### config.mk
export PLATFORM = sky130hd
export DESIGN_NAME = fetch_sequencer_flat
export DESIGN_NICKNAME = d
export VERILOG_FILES = /design/src/rtl/mips_pkg.sv /design/src/rtl/fetch_sequencer_if.sv /design/src/rtl/fetch_sequencer_next_pc_calc.sv /design/src/rtl/fetch_sequencer.sv /design/src/flat_wrapper.sv
export SDC_FILE = /design/constraint.sdc
export NUM_CORES = 1
export LEC_CHECK = 0
export CORE_MARGIN = 1
export CORE_UTILIZATION = 43
export DETAILED_ROUTE_END_ITERATION = 12
export PLACE_DENSITY_LB_ADDON = 0.2
export SETUP_SLACK_MARGIN = 0.3
export SLEW_MARGIN = 40
export SYNTH_ARGS = -nofsm -noshare
export SYNTH_HDL_FRONTEND = slang
export SYNTH_SLANG_ARGS = --single-unit
### constraint.sdc
create_clock -name clk -period 3 [get_ports clk]
set_input_delay 0.6 -clock clk [delete_from_list [all_inputs] [get_ports clk]]
set_output_delay 0.6 -clock clk [all_outputs]
set_load 0.1 [all_outputs]
### src/rtl/mips_pkg.sv
// Shared MIPS definitions: fetch FSM encoding, opcodes and PC arithmetic helpers.
package mips_pkg;

    localparam int PC_W = 32;

    typedef logic [PC_W-1:0] pc_t;

    typedef enum logic [1:0] {
        ST_FETCH   = 2'd0,
        ST_ISSUE   = 2'd1,
        ST_RESOLVE = 2'd2
    } fetch_state_t;

    localparam logic [5:0] OPC_RTYPE = 6'h00;
    localparam logic [5:0] OPC_LW    = 6'h23;
    localparam logic [5:0] OPC_SW    = 6'h2b;
    localparam logic [5:0] OPC_BEQ   = 6'h04;
    localparam logic [5:0] OPC_J     = 6'h02;

    // Offset is a sign-extended word count; the shift drops the top bits and the sum wraps.
    function automatic pc_t branch_target(input pc_t base, input logic [31:0] word_offset);
        return base + (word_offset << 2);
    endfunction

endpackage

### src/rtl/fetch_sequencer_if.sv
// Fetch-unit bus: instruction-memory port, decode issue handshake and resolve feedback.
// master = fetch_sequencer side, slave = memory/decode/controller side.
interface fetch_sequencer_if;
    import mips_pkg::*;

    logic        imem_req;
    pc_t         imem_addr;
    logic        imem_ack;
    logic [31:0] imem_rdata;

    logic [31:0] instr;
    pc_t         instr_pc_plus4;
    logic        instr_valid;
    logic        instr_ready;

    logic        resolve_valid;
    logic        jump;
    logic        branch;
    logic        zero;
    logic [31:0] branch_offset;
    logic [25:0] jump_target;

    logic [31:0] retired_count;

    modport master (
        output imem_req, imem_addr, instr, instr_pc_plus4, instr_valid, retired_count,
        input  imem_ack, imem_rdata, instr_ready, resolve_valid, jump, branch, zero,
               branch_offset, jump_target
    );

    modport slave (
        input  imem_req, imem_addr, instr, instr_pc_plus4, instr_valid, retired_count,
        output imem_ack, imem_rdata, instr_ready, resolve_valid, jump, branch, zero,
               branch_offset, jump_target
    );

endinterface

### src/rtl/fetch_sequencer_next_pc_calc.sv
// Next-PC mux: jump > taken branch > sequential; purely combinational, no backpressure.
module next_pc_calc
    import mips_pkg::*;
(
    input  pc_t         pc_plus4,
    input  logic        jump,
    input  logic        branch,
    input  logic        zero,
    input  logic [31:0] branch_offset,
    input  logic [25:0] jump_target,
    output pc_t         next_pc
);

    always_comb begin
        next_pc = pc_plus4;
        if (jump) begin
            next_pc = {pc_plus4[31:28], jump_target, 2'b00};
        end else if (branch && zero) begin
            next_pc = branch_target(pc_plus4, branch_offset);
        end
    end

endmodule

### src/rtl/fetch_sequencer.sv
// Non-pipelined fetch/PC sequencer; min 3 cycles/instr (fetch, issue, resolve).
// Holds imem request until ack and instr until instr_ready; waits indefinitely for resolve.
module fetch_sequencer
    import mips_pkg::*;
#(
    parameter pc_t         RESET_PC = 32'h0000_0000,
    parameter int unsigned PC_STEP  = 4
) (
    input  logic              clk,
    input  logic              reset,
    fetch_sequencer_if.master bus
);

    fetch_state_t state;
    fetch_state_t state_nxt;

    pc_t         pc;
    pc_t         pc_plus4;
    pc_t         next_pc;
    logic [31:0] instr;
    logic [31:0] retired_count;
    logic        armed;

    logic        imem_req;
    logic        instr_valid;
    logic        fetch_done;
    logic        issue_done;
    logic        resolve_done;

    // armed keeps the request low for the first cycle out of reset, so an ack
    // still in flight from before reset cannot be mistaken for a fresh fetch.
    assign fetch_done   = imem_req && bus.imem_ack;
    assign issue_done   = instr_valid && bus.instr_ready;
    assign resolve_done = (state == ST_RESOLVE) && bus.resolve_valid;

    always_ff @(posedge clk) begin
        if (reset) begin
            state <= ST_FETCH;
        end else begin
            state <= state_nxt;
        end
    end

    always_comb begin
        state_nxt = state;
        case (state)
            ST_FETCH:   if (fetch_done)   state_nxt = ST_ISSUE;
            ST_ISSUE:   if (issue_done)   state_nxt = ST_RESOLVE;
            ST_RESOLVE: if (resolve_done) state_nxt = ST_FETCH;
            default:                      state_nxt = ST_FETCH;
        endcase
    end

    always_comb begin
        imem_req    = 1'b0;
        instr_valid = 1'b0;
        case (state)
            ST_FETCH: imem_req    = armed;
            ST_ISSUE: instr_valid = 1'b1;
            default:  ;
        endcase
    end

    always_ff @(posedge clk) begin
        if (reset) begin
            pc            <= RESET_PC;
            pc_plus4      <= '0;
            instr         <= '0;
            retired_count <= '0;
            armed         <= 1'b0;
        end else begin
            armed <= 1'b1;
            if (fetch_done) begin
                instr    <= bus.imem_rdata;
                pc_plus4 <= pc + pc_t'(PC_STEP);
            end
            if (resolve_done) begin
                pc            <= next_pc;
                retired_count <= retired_count + 32'd1;
            end
        end
    end

    next_pc_calc u_next_pc (
        .pc_plus4      (pc_plus4),
        .jump          (bus.jump),
        .branch        (bus.branch),
        .zero          (bus.zero),
        .branch_offset (bus.branch_offset),
        .jump_target   (bus.jump_target),
        .next_pc       (next_pc)
    );

    assign bus.imem_req       = imem_req;
    assign bus.imem_addr      = {pc[31:2], 2'b00};
    assign bus.instr          = instr;
    assign bus.instr_pc_plus4 = pc_plus4;
    assign bus.instr_valid    = instr_valid;
    assign bus.retired_count  = retired_count;

endmodule

### src/flat_wrapper.sv
// flat-port wrapper written by rule: the top's interface ports become plain ports
module fetch_sequencer_flat import mips_pkg::*;
#(
    parameter pc_t         RESET_PC = 32'h0000_0000,
    parameter int unsigned PC_STEP  = 4
)
  (clk, reset, bus_imem_req, bus_imem_addr, bus_instr, bus_instr_pc_plus4, bus_instr_valid, bus_retired_count, bus_imem_ack, bus_imem_rdata, bus_instr_ready, bus_resolve_valid, bus_jump, bus_branch, bus_zero, bus_branch_offset, bus_jump_target);
  fetch_sequencer_if bus_i ();
  input  logic clk;
  input  logic reset;
  output wire logic [$bits(bus_i.imem_req)-1:0] bus_imem_req;
  output wire logic [$bits(bus_i.imem_addr)-1:0] bus_imem_addr;
  output wire logic [$bits(bus_i.instr)-1:0] bus_instr;
  output wire logic [$bits(bus_i.instr_pc_plus4)-1:0] bus_instr_pc_plus4;
  output wire logic [$bits(bus_i.instr_valid)-1:0] bus_instr_valid;
  output wire logic [$bits(bus_i.retired_count)-1:0] bus_retired_count;
  input wire logic [$bits(bus_i.imem_ack)-1:0] bus_imem_ack;
  input wire logic [$bits(bus_i.imem_rdata)-1:0] bus_imem_rdata;
  input wire logic [$bits(bus_i.instr_ready)-1:0] bus_instr_ready;
  input wire logic [$bits(bus_i.resolve_valid)-1:0] bus_resolve_valid;
  input wire logic [$bits(bus_i.jump)-1:0] bus_jump;
  input wire logic [$bits(bus_i.branch)-1:0] bus_branch;
  input wire logic [$bits(bus_i.zero)-1:0] bus_zero;
  input wire logic [$bits(bus_i.branch_offset)-1:0] bus_branch_offset;
  input wire logic [$bits(bus_i.jump_target)-1:0] bus_jump_target;
  assign bus_imem_req = bus_i.imem_req;
  assign bus_imem_addr = bus_i.imem_addr;
  assign bus_instr = bus_i.instr;
  assign bus_instr_pc_plus4 = bus_i.instr_pc_plus4;
  assign bus_instr_valid = bus_i.instr_valid;
  assign bus_retired_count = bus_i.retired_count;
  assign bus_i.imem_ack = bus_imem_ack;
  assign bus_i.imem_rdata = bus_imem_rdata;
  assign bus_i.instr_ready = bus_instr_ready;
  assign bus_i.resolve_valid = bus_resolve_valid;
  assign bus_i.jump = bus_jump;
  assign bus_i.branch = bus_branch;
  assign bus_i.zero = bus_zero;
  assign bus_i.branch_offset = bus_branch_offset;
  assign bus_i.jump_target = bus_jump_target;
  fetch_sequencer #(.RESET_PC(RESET_PC), .PC_STEP(PC_STEP)) u_core (.clk(clk), .reset(reset), .bus(bus_i));
endmodule
==> results.txt <==
Initial core utilization = 0.443
Fin. Hold Viols = 0
WL/cell = 16.8 microns
Pins Over Slew Limit = 0
Clock buffer depth = 2
Critical-path cell list = ha_4, fa_2, a21o_1, a311o_1, a2111o_1, a31oi_4, o21a_2, o21ai_2, xnor2_1, nand2_1, a32o_1
CTS root buf = clkbuf_16
Mapped cell area = 7400 sq um
DR iter-0 viols = 407
# Max-Cap Violations = 0
Overall Global Routing Usage = 0.262
IO Port Bufs = 223
CTS H-tree lvls = 4
Final Cell Area = 10600 sq um
Startpoint Class = flop
Largest net degree at the start of global routing = 88
PnR worst setup slack = 0.205 ns
Number of remaining DRC errors = 0
Via/cell ratio = 5.43
IO Count = 228
Commonest non-fill, non-tap cell in the layout = buf_4
Switching power share of the total = 0.332
Hold crit path type = reg -> reg
Share of total power in combinational logic = 0.240
Post-synth EDFFs = 0
VDD IR max = 442 uV
Tot Pwr = 5.27 mW
Leakage = 4.31 nW
Minimum clock period = 2.79 ns
Pre-CTS WS = -0.574 ns
Gpl congestion = 0.898
CP Class = reg -> reg
First-pass GRT wire length = 36800 microns
Critical path arrival = 3.10 ns
Sink Count = 131
Share of layout cells above drive strength 1 = 0.249
Highest cell delay on the worst timing path = 0.42 ns
Area occupied by multi-input gates = 4550 sq um
Internal power = 3.52 mW
Setup tns final = 0 ns
Vias = 7679
Hold_buf cts = 0
Element type at the critical path end = flop
Netlist cell types = 58
DIE WIDTH = 133 microns
P_sw = 1.75 mW
CP max stage cell = a2111o_1
Initial antenna violation count = 0
Die H = 133 microns
Initial DRT Pass Iterations = 5
Worst slew margin = 0.561
Routed Antenna Nets = 0
Via count of the first global-routing pass = 7159
Post-Route WL = 23800 microns
Placeable Area = 16700 sq um
Critical Path RT = 3.31 ns
Row count = 47
Post-synthesis register bit count = 131
Sequential share of the synthesized area = 0.355
CTS tree = done
Total power per unit cell area = 499 nW/um^2
FFs w/ async S/R, synth = 0
Total CTS buffers = 17
FF/Latch Area = 2660 sq um
Slew @ Worst Pin = 0.657 ns
Syn Area/Cell = 7.74 sq um
FMAX = 358 MHz
ANT cells = 0
Worst-Skew Late Latency = 0.42 ns
FILL cells = 1537
Final #Nets = 1312
Mapped Cells = 955
Tcrit/Tclk final = 0.932
Flop pwr share = 0.352
Area after DPL = 9700 sq um
Hpwl dp = 16700 microns
RSZ-0062 raised after global routing = yes
Number of synthesis warnings = 0
Grt total ovfl = 0
CTS clock-pin slew for the worst setup and hold paths = 0.06 ns
Outcome = completed
Leading cell types in the layout, fill and taps excluded = buf_4 (193), nand2_1 (163), dfxtp_1 (107)
Setup Skew = 0.0128 ns
CP Max Fanout = 3
Endpoints failing setup = 0
Clock network fraction of design power = 0.407
Die area = 17700 sq um
Synth Flop Type = dfxtp_1
Layout overhead on the synthesized area = 42.8%
## final timing paths
path / from / to / slack, ns / cells past startpoint
worst max-delay path: u_core.bus.instr_pc_plus4[2]$_SDFFE_PP0P_ / u_core.pc[24]$_SDFFE_PP0P_ / 0.21 / 11
worst min-delay path: u_core.bus.instr[8]$_SDFFE_PP0P_ / u_core.bus.instr[8]$_SDFFE_PP0P_ / 0.45 / 2
worst max register to register: u_core.bus.instr_pc_plus4[2]$_SDFFE_PP0P_ / u_core.pc[24]$_SDFFE_PP0P_ / 0.21 / 11
worst min register to register: u_core.bus.instr[8]$_SDFFE_PP0P_ / u_core.bus.instr[8]$_SDFFE_PP0P_ / 0.45 / 2
## registers in the layout, indices dropped and copies added (netlist names)
signal and count:
u_core.bus.retired_count 32, u_core.pc 32, u_core.armed 1, u_core.bus.instr_pc_plus4 32, u_core.state 2, u_core.bus.instr 32
## routing by layer
layer  global-route usage  part of all wire  vias up  wire length [microns]
li1                     -                 -     3798                      -
met1                0.336              0.44     3571                  10400
met2                0.437              0.47      269                  11200
met3               0.0556             0.069       41                   1640
met4               0.0884             0.023        0                    539
met5                    0                 0        -                      0
## power groups by stage
stage               Clock (mW)  Sequential (mW)  Combinational, mW
floorplan                    0             2.21              0.479
global placement             0             1.89               1.20
detailed placement           0             1.89               1.20
CTS                       2.17             1.85               1.23
global route              2.26             1.86               1.34
finish                    2.14             1.86               1.27
## layout make-up
| type | instances | share of cell area |
|---|---|---|
| timing repair buffer | 291 | 0.232 |
| clock inverter | 14 | 0.0159 |
| inverter | 6 | 0.00213 |
| sequential | 131 | 0.252 |
| tap | 220 | 0.0261 |
| clock buffer | 18 | 0.0416 |
| multi-input combinational | 735 | 0.431 |
## metrics by stage
step / hold WS, ns / util / cells
floorplan: 0.432 / - / 956
global placement: 0.440 / 0.581 / 1375
detailed placement: 0.447 / 0.581 / 1375
CTS: 0.455 / 0.624 / 1412
global route: 0.470 / 0.633 / 1415
finish: 0.451 / 0.633 / 1415
## Yosys cell counts (all sizes together), types with 5 or more instances
cell | instances | share of area
o21ai | 52 | 0.036
ha | 31 | 0.052
and4 | 6 | 0.0071
a211oi | 33 | 0.033
nor2 | 88 | 0.045
a31oi | 8 | 0.0085
buf | 37 | 0.035
nand4 | 14 | 0.012
or3 | 19 | 0.016
a21oi | 103 | 0.070
o211ai | 16 | 0.016
clkbuf | 47 | 0.024
xnor2 | 25 | 0.030
nand3 | 27 | 0.018
nor3 | 16 | 0.012
dfxtp | 131 | 0.35
a311oi | 8 | 0.0095
a21o | 13 | 0.013
nand2b | 5 | 0.0042
xor2 | 45 | 0.053
nand2 | 163 | 0.083
and3 | 15 | 0.013
## logic make-up (layout without fill, tap and decap cells)
logic type,after synthesis,in the layout,share of synthesized area
buffers and inverters,90,329,0.0619
adder cells (fa/ha/maj),32,32,0.0552
AO/OA/AOI/OAI,260,260,0.218
AND/OR/NAND/NOR,369,369,0.224
flip-flops,131,131,0.355
other,1,2,0.000507
multiplexers,2,2,0.00271
XOR/XNOR,70,70,0.0829
## critical path, delay by kind of cell, from the launching register on
kind / cells / cell delay (ns)
flip-flops: 1 / 0.35
adder cells (fa/ha/maj): 2 / 0.52
AND/OR/NAND/NOR: 1 / 0.07
AO/OA/AOI/OAI: 7 / 1.59
XOR/XNOR: 1 / 0.16
## timing repair
item                       CTS  global route
setup buffers                5             3
hold endpoints to repair     0             0
gates resized for setup     26            24
pin swaps                   27            20
setup endpoints to repair   17            18
(Power assumes the default switching activity.)
